<file path="src/rtl/signed_lt_share_arbiter_pkg.sv">
// Shared definitions for the signed less-than sharing arbiter: default sizes,
// FSM state encoding and the round-robin next-index search.
package signed_lt_pkg;

    localparam int DEF_W    = 32;
    localparam int DEF_NREQ = 4;

    typedef enum logic {
        ST_IDLE = 1'b0,
        ST_FULL = 1'b1
    } arb_state_e;

    // Result of a round-robin search; idx is meaningful only when found=1.
    typedef struct packed {
        logic       found;
        logic [3:0] idx;
    } rr_pick_t;

    // Rotate req so that ptr sits at position 0, priority-encode the lowest
    // set bit, then unrotate that position back to a requester index.
    // Sized for up to 16 requesters; n is the live requester count.
    function automatic rr_pick_t rr_next(input logic [15:0] req,
                                         input logic [4:0]  n,
                                         input logic [3:0]  ptr);
        logic [15:0] rot;
        logic [4:0]  pos;
        rr_pick_t    r;
        rot = '0;
        r   = '0;
        for (int k = 0; k < 16; k++) begin
            pos = 5'(ptr) + 5'(k);
            if (pos >= n) pos = pos - n;
            if (5'(k) < n) rot[k] = req[pos[3:0]];
        end
        // Walk downward so the lowest rotated position wins.
        for (int k = 15; k >= 0; k--) begin
            if (rot[k]) begin
                pos = 5'(ptr) + 5'(k);
                if (pos >= n) pos = pos - n;
                r.found = 1'b1;
                r.idx   = pos[3:0];
            end
        end
        return r;
    endfunction

endpackage

</file>
<file path="src/rtl/signed_lt_share_arbiter_if.sv">
// Requester / response bundle for the shared signed comparator. The master
// side presents requests and consumes responses; the slave side is the arbiter.
interface signed_lt_share_arbiter_if import signed_lt_pkg::*; #(
    parameter int W    = DEF_W,
    parameter int NREQ = DEF_NREQ,
    parameter int IDW  = $clog2(NREQ)
);
    logic [NREQ-1:0]   req;
    logic [NREQ*W-1:0] a_flat;
    logic [NREQ*W-1:0] b_flat;
    logic [NREQ-1:0]   gnt;
    logic              rsp_valid;
    logic [IDW-1:0]    rsp_id;
    logic              rsp_lt;
    logic              rsp_ready;

    modport master (
        output req, a_flat, b_flat, rsp_ready,
        input  gnt, rsp_valid, rsp_id, rsp_lt
    );

    modport slave (
        input  req, a_flat, b_flat, rsp_ready,
        output gnt, rsp_valid, rsp_id, rsp_lt
    );
endinterface

</file>
<file path="src/rtl/signed_lt_share_arbiter_core.sv">
// Purely combinational W-bit two's complement less-than. Kept as its own
// module so it can be replaced by an optimised gate-level netlist.
module signed_lt_core #(
    parameter int W = 32
) (
    input  logic [W-1:0] a,
    input  logic [W-1:0] b,
    output logic         lt
);
    // Differing signs: a is smaller exactly when it is the negative one.
    // Equal signs: the magnitude bits order the same way as the values.
    assign lt = (a[W-1] != b[W-1]) ? a[W-1] : (a[W-2:0] < b[W-2:0]);
endmodule

</file>
<file path="src/rtl/signed_lt_share_arbiter.sv">
// Round-robin arbiter sharing one signed less-than comparator among NREQ
// requesters, with a single registered response slot and valid/ready output.
module signed_lt_share_arbiter import signed_lt_pkg::*; #(
    parameter int W    = DEF_W,
    parameter int NREQ = DEF_NREQ,
    parameter int IDW  = $clog2(NREQ)
) (
    input logic                      clk,
    input logic                      rst_n,
    signed_lt_share_arbiter_if.slave bus
);
    arb_state_e     state;
    logic [IDW-1:0] rr_ptr;
    logic [IDW-1:0] rsp_id_q;
    logic           rsp_lt_q;

    logic           can_issue;
    rr_pick_t       pick;
    logic [NREQ-1:0] gnt;
    logic           granted;
    logic [IDW-1:0] ptr_next;
    logic [W-1:0]   sel_a;
    logic [W-1:0]   sel_b;
    logic           core_lt;

    // The slot can take a new result when empty or being drained this cycle.
    assign can_issue = (state == ST_IDLE) || bus.rsp_ready;
    assign pick      = rr_next(16'(bus.req), 5'(NREQ), 4'(rr_ptr));
    assign granted   = |gnt;
    assign ptr_next  = (pick.idx == 4'(NREQ - 1)) ? '0 : IDW'(pick.idx + 4'd1);

    // One-hot grant, forced low while reset is asserted.
    always_comb begin
        // NOTE: every combinational output gets a default first so no path leaves it unassigned (no latch).
        gnt = '0;
        if (rst_n && can_issue && pick.found) gnt[pick.idx[IDW-1:0]] = 1'b1;
    end

    // One-hot AND-OR operand mux feeding the single comparator.
    always_comb begin
        sel_a = '0;
        sel_b = '0;
        for (int i = 0; i < NREQ; i++) begin
            if (gnt[i]) begin
                sel_a = sel_a | bus.a_flat[i*W +: W];
                sel_b = sel_b | bus.b_flat[i*W +: W];
            end
        end
    end

    signed_lt_core #(.W(W)) u_core (
        .a  (sel_a),
        .b  (sel_b),
        .lt (core_lt)
    );

    // Response slot FSM with registered id/result and round-robin pointer.
    always_ff @(posedge clk or negedge rst_n) begin
        // NOTE: state is updated with non-blocking assignments so every flop samples pre-edge values.
        if (!rst_n) begin
            state    <= ST_IDLE;
            rr_ptr   <= '0;
            rsp_id_q <= '0;
            rsp_lt_q <= 1'b0;
        end else begin
            if (granted) begin
                rsp_id_q <= IDW'(pick.idx);
                rsp_lt_q <= core_lt;
                rr_ptr   <= ptr_next;
            end
            case (state)
                ST_IDLE: if (granted) state <= ST_FULL;
                ST_FULL: if (!granted && bus.rsp_ready) state <= ST_IDLE;
                default: state <= ST_IDLE;
            endcase
        end
    end

    assign bus.gnt       = gnt;
    assign bus.rsp_valid = (state == ST_FULL);
    assign bus.rsp_id    = rsp_id_q;
    assign bus.rsp_lt    = rsp_lt_q;

endmodule

</file>
<file path="src/flat_wrapper.sv">
// flat-port wrapper written by rule: the top's interface ports become plain ports
module signed_lt_share_arbiter_flat import signed_lt_pkg::*;
#(
    parameter int W    = DEF_W,
    parameter int NREQ = DEF_NREQ,
    parameter int IDW  = $clog2(NREQ)
)
  (clk, rst_n, bus_req, bus_a_flat, bus_b_flat, bus_rsp_ready, bus_gnt, bus_rsp_valid, bus_rsp_id, bus_rsp_lt);
  signed_lt_share_arbiter_if #(.W(W), .NREQ(NREQ), .IDW(IDW)) bus_i ();
  input logic clk;
  input logic rst_n;
  input wire logic [$bits(bus_i.req)-1:0] bus_req;
  input wire logic [$bits(bus_i.a_flat)-1:0] bus_a_flat;
  input wire logic [$bits(bus_i.b_flat)-1:0] bus_b_flat;
  input wire logic [$bits(bus_i.rsp_ready)-1:0] bus_rsp_ready;
  output wire logic [$bits(bus_i.gnt)-1:0] bus_gnt;
  output wire logic [$bits(bus_i.rsp_valid)-1:0] bus_rsp_valid;
  output wire logic [$bits(bus_i.rsp_id)-1:0] bus_rsp_id;
  output wire logic [$bits(bus_i.rsp_lt)-1:0] bus_rsp_lt;
  assign bus_i.req = bus_req;
  assign bus_i.a_flat = bus_a_flat;
  assign bus_i.b_flat = bus_b_flat;
  assign bus_i.rsp_ready = bus_rsp_ready;
  assign bus_gnt = bus_i.gnt;
  assign bus_rsp_valid = bus_i.rsp_valid;
  assign bus_rsp_id = bus_i.rsp_id;
  assign bus_rsp_lt = bus_i.rsp_lt;
  signed_lt_share_arbiter #(.W(W), .NREQ(NREQ), .IDW(IDW)) u_core (.clk(clk), .rst_n(rst_n), .bus(bus_i));
endmodule
</file>
<file path="config.mk">
export PLATFORM = sky130hd
export DESIGN_NAME = signed_lt_share_arbiter_flat
export DESIGN_NICKNAME = d
export VERILOG_FILES = /design/src/rtl/signed_lt_share_arbiter_pkg.sv /design/src/rtl/signed_lt_share_arbiter_if.sv /design/src/rtl/signed_lt_share_arbiter_core.sv /design/src/rtl/signed_lt_share_arbiter.sv /design/src/flat_wrapper.sv
export SDC_FILE = /design/constraint.sdc
export NUM_CORES = 1
export LEC_CHECK = 0
export CORE_AREA = 4 4 102 104
export DETAILED_ROUTE_END_ITERATION = 16
export DIE_AREA = 0 0 106 108
export GPL_TIMING_DRIVEN = 0
export PLACE_DENSITY_LB_ADDON = 0.15
export SLEW_MARGIN = 25
export SYNTH_ARGS = -nofsm -noshare
export SYNTH_HDL_FRONTEND = slang
export SYNTH_SLANG_ARGS = --single-unit
</file>
<file path="constraint.sdc">
create_clock -name clk -period 6.6 [get_ports clk]
set_input_delay 0.99 -clock clk [delete_from_list [all_inputs] [get_ports clk]]
set_output_delay 0.99 -clock clk [all_outputs]
set_load 0.005 [all_outputs]
</file>
==> impl_results.md, run 1 <==
- Status: finished clean
- Slew @ Worst Pin: 0.753 ns
- Final Slew Violations: 0
- Core area: between 0.009 and 0.01 mm^2
- Yosys reg bits: 6
- Static Leak: about 2.2 nW
- Pre-CTS setup slack: around 0.17 ns
- RSZ-0062 raised after global routing: no
- Ant. Diodes: 0
- Sequential Area: roughly 150 um^2
- Number of synthesized flops with an enable pin: 0
- Cts repair resizes: 0
- CP Capture Type: flip-flop
- GR Util All Layers: 0.269
- TritonCTS Sinks: 6
- Io pins: 271
- Reg clk slew, reported paths: ~0.040 ns
- Tot Pwr: roughly 2.4 mW
- Cells after DPL: 744
- I/O Buffers: 270
- Area Overhead vs Synth: 107%
- Initial Utilization: 0.285
- Initial antenna violation count: 0
- RePlAce Congestion: about 0.88
- Vias in the first global route: around 4400
- CP arrival: approximately 6.4 ns
- Root buf cell: clkbuf_8
- Clock Skew: ~0.0035 ns
- Vias per inst: about 5.5
- Slowest stage cell, crit path: clkbuf_1
- Final period utilization: 0.949
- Crit path required time: around 6.7 ns
- Mapped Nets: around 640
- Syn Area/Cell: about 8.0 um^2
- Vias post-DR: 4112
- Post-route insts no fill: between 700 and 800
- CP peak stage delay: between 0.6 and 0.7 ns
- Routed WL per cell: 22.3 um
- Post-CTS setup buffer count: 0
- Post-route ant nets: 0
- Synthesized cell area: between 0.002 and 0.003 mm^2
- Syn. warnings: 0
- Synth Instances: ~340
- Final worst slack: approximately 0.34 ns
- Setup TNS Final: 0 ns
- CTS buffer count: 3
- IR drop worst, VDD: around 0.00025 V
- Max FO, Critical Path: 10
- Final setup violation count: 0
- Hold Buf Count CTS: 0
- Max Clk Rate: 160 MHz
- Final wirelength: approximately 17000 um
- Max_slew headroom: 0.498
- Async set or reset register ratio after synthesis: 1.00
- CP startpoint kind: primary input
- WHS: 0.529 ns
- Crit Path Class: primary input to flip-flop
- Fill cell count: roughly 910
- Clock Path Buffers: 2
- Register area share after synthesis: 0.0552
- DP Area: between 0.005 and 0.006 mm^2
- Layout cells sized above 1: 0.0489
- Post-route DRC violation count: 0
- CTS tree: done
- H-tree depth: 1
- Die Wd: approximately 110 um
- Final hold viol count: 0
- Ys flop type: dfrtp_1
- Non-Filler Cell Area, Final: roughly 0.0056 mm^2
- DRT Pass-1 Iters: 5
- Final Util: 0.590
- Pwr Density: approximately 420 mW/mm^2
- Overflow after GRT: 0
- Clk Latency, worst-skew pair: around 0.22 ns
- Cell variety after synth: 52
- Fin crit period: around 6.3 ns
- Cell Chain, Critical Path: clkdlybuf4s50_1, mux2i_1, o22ai_1, a21oi_1, o21ai_0, a32oi_1, ha_1, inv_1, a311oi_2, clkbuf_1, a22oi_1, nand2_1, ha_1, a21o_1, a21o_1, o221a_2, o32a_1, maj3_1, o31ai_1
- Multi-input logic area: between 0.002 and 0.0025 mm^2
- Max-cap violations: 0
- Fin nets: about 920
- Standard-cell rows: 36
- Die area: 0.0114 mm^2
- Initial DRC count: just under 300
- Chip height: roughly 110 um
- First-pass GRT wire length: 23900 um
- Min-delay worst type: flip-flop to flip-flop
- Dpl hpwl: approximately 14000 um
- Largest net degree at the start of global routing: 11
-- worst max-delay path: cells and delay by family --
family / cells / cell delay, ns
AO/OA/AOI/OAI: 11 / 2.73
buffers and inverters: 3 / 1.18
adder cells (fa/ha/maj): 3 / 0.96
multiplexers: 1 / 0.38
AND/OR/NAND/NOR: 1 / 0.12
-- path summary, 6_finish.rpt --
path / slack, ns / start / cells past startpoint / endpoint
setup / recovery: 0.34 / bus_req[3] / 19 / u_core.bus.rsp_lt
hold reg to reg: 0.53 / u_core.bus.rsp_lt / 2 / u_core.bus.rsp_lt
setup reg to reg: 0.62 / u_core.rr_ptr[1] / 21 / u_core.bus.rsp_lt
min in group asynchronous: 1.03 / rst_n / 1 / u_core.bus.rsp_id[0]
hold / removal: 0.53 / u_core.bus.rsp_lt / 2 / u_core.bus.rsp_lt
max in group asynchronous: 5.32 / rst_n / 1 / u_core.bus.rsp_valid
-- flip-flops by register name (all words and copies together), names as in the netlist --
register / count
u_core.bus.rsp_lt: 1
u_core.rr_ptr: 2
u_core.bus.rsp_valid: 1
u_core.bus.rsp_id: 2
-- cell type report --
| class | count | share of cell area |
|---|---|---|
| Inverter | 9 | 0.00600 |
| Multi-Input combinational cell | 299 | 0.428 |
| Tap cell | 133 | 0.0296 |
| Clock buffer | 3 | 0.00733 |
| Sequential cell | 6 | 0.0267 |
| Timing Repair Buffer | 270 | 0.480 |
| Buffer | 27 | 0.0227 |
-- kinds of logic (layout without fill, tap and decap cells) --
logic type      after synthesis  count (layout)  share of synthesized area
compound gates              181             181                      0.547
simple gates                 72              72                      0.123
fa+ha+maj                    40              40                      0.183
buf+inv                      36             309                     0.0593
mux                           6               6                     0.0322
flops                         6               6                     0.0552
-- placed cells by master, fill, tap and decap left out, types with 5 or more instances in the layout --
cell / Yosys / final
dfrtp_1: 6 / 6
nor2_1: 6 / 6
a21o_1: 5 / 5
a221oi_1: 32 / 32
a22oi_1: 66 / 66
clkdlybuf4s50_1: 0 / 270
o21ai_0: 7 / 7
clkbuf_1: 13 / 13
buf_2: 12 / 12
a22o_1: 31 / 31
a21oi_1: 10 / 10
inv_1: 9 / 9
ha_1: 39 / 39
nand2_1: 46 / 46
-- per-layer routing --
metal,part of all wire,GRT usage
met1,0.39,0.307
met2,0.49,0.485
met3,0.082,0.0669
met4,0.040,0.103
met5,0,0
-- synth_stat cells, types with 3 or more instances --
| library cell | instances | share of area |
|---|---|---|
| a21o_1 | 5 | 0.014 |
| a21oi_1 | 10 | 0.018 |
| a221oi_1 | 32 | 0.10 |
| a22o_1 | 31 | 0.10 |
| a22oi_1 | 66 | 0.18 |
| a311oi_4 | 3 | 0.029 |
| buf_2 | 12 | 0.022 |
| clkbuf_1 | 13 | 0.018 |
| dfrtp_1 | 6 | 0.055 |
| ha_1 | 39 | 0.18 |
| inv_1 | 9 | 0.012 |
| nand2_1 | 46 | 0.063 |
| nand3_1 | 4 | 0.0074 |
| nand4_1 | 4 | 0.0092 |
| nor2_1 | 6 | 0.0083 |
| nor3_1 | 4 | 0.0074 |
| o21a_1 | 3 | 0.0083 |
| o21ai_0 | 7 | 0.013 |
| o31ai_1 | 4 | 0.011 |
-- where the power goes --
group,total [mW],internal [mW],switching [mW]
Combinational,2.23,1.01,1.22
Sequential,0.0749,0.0592,0.0157
Clock,0.0558,0.0393,0.0166
Power figures use the tool's default switching activity.
==> inputs of run 2 (changes only) <==
Settings changed: SLEW_MARGIN 25 to 40.
==> results of run 2 <==
Final layout, timing and power as in run 1 (identical DEF).
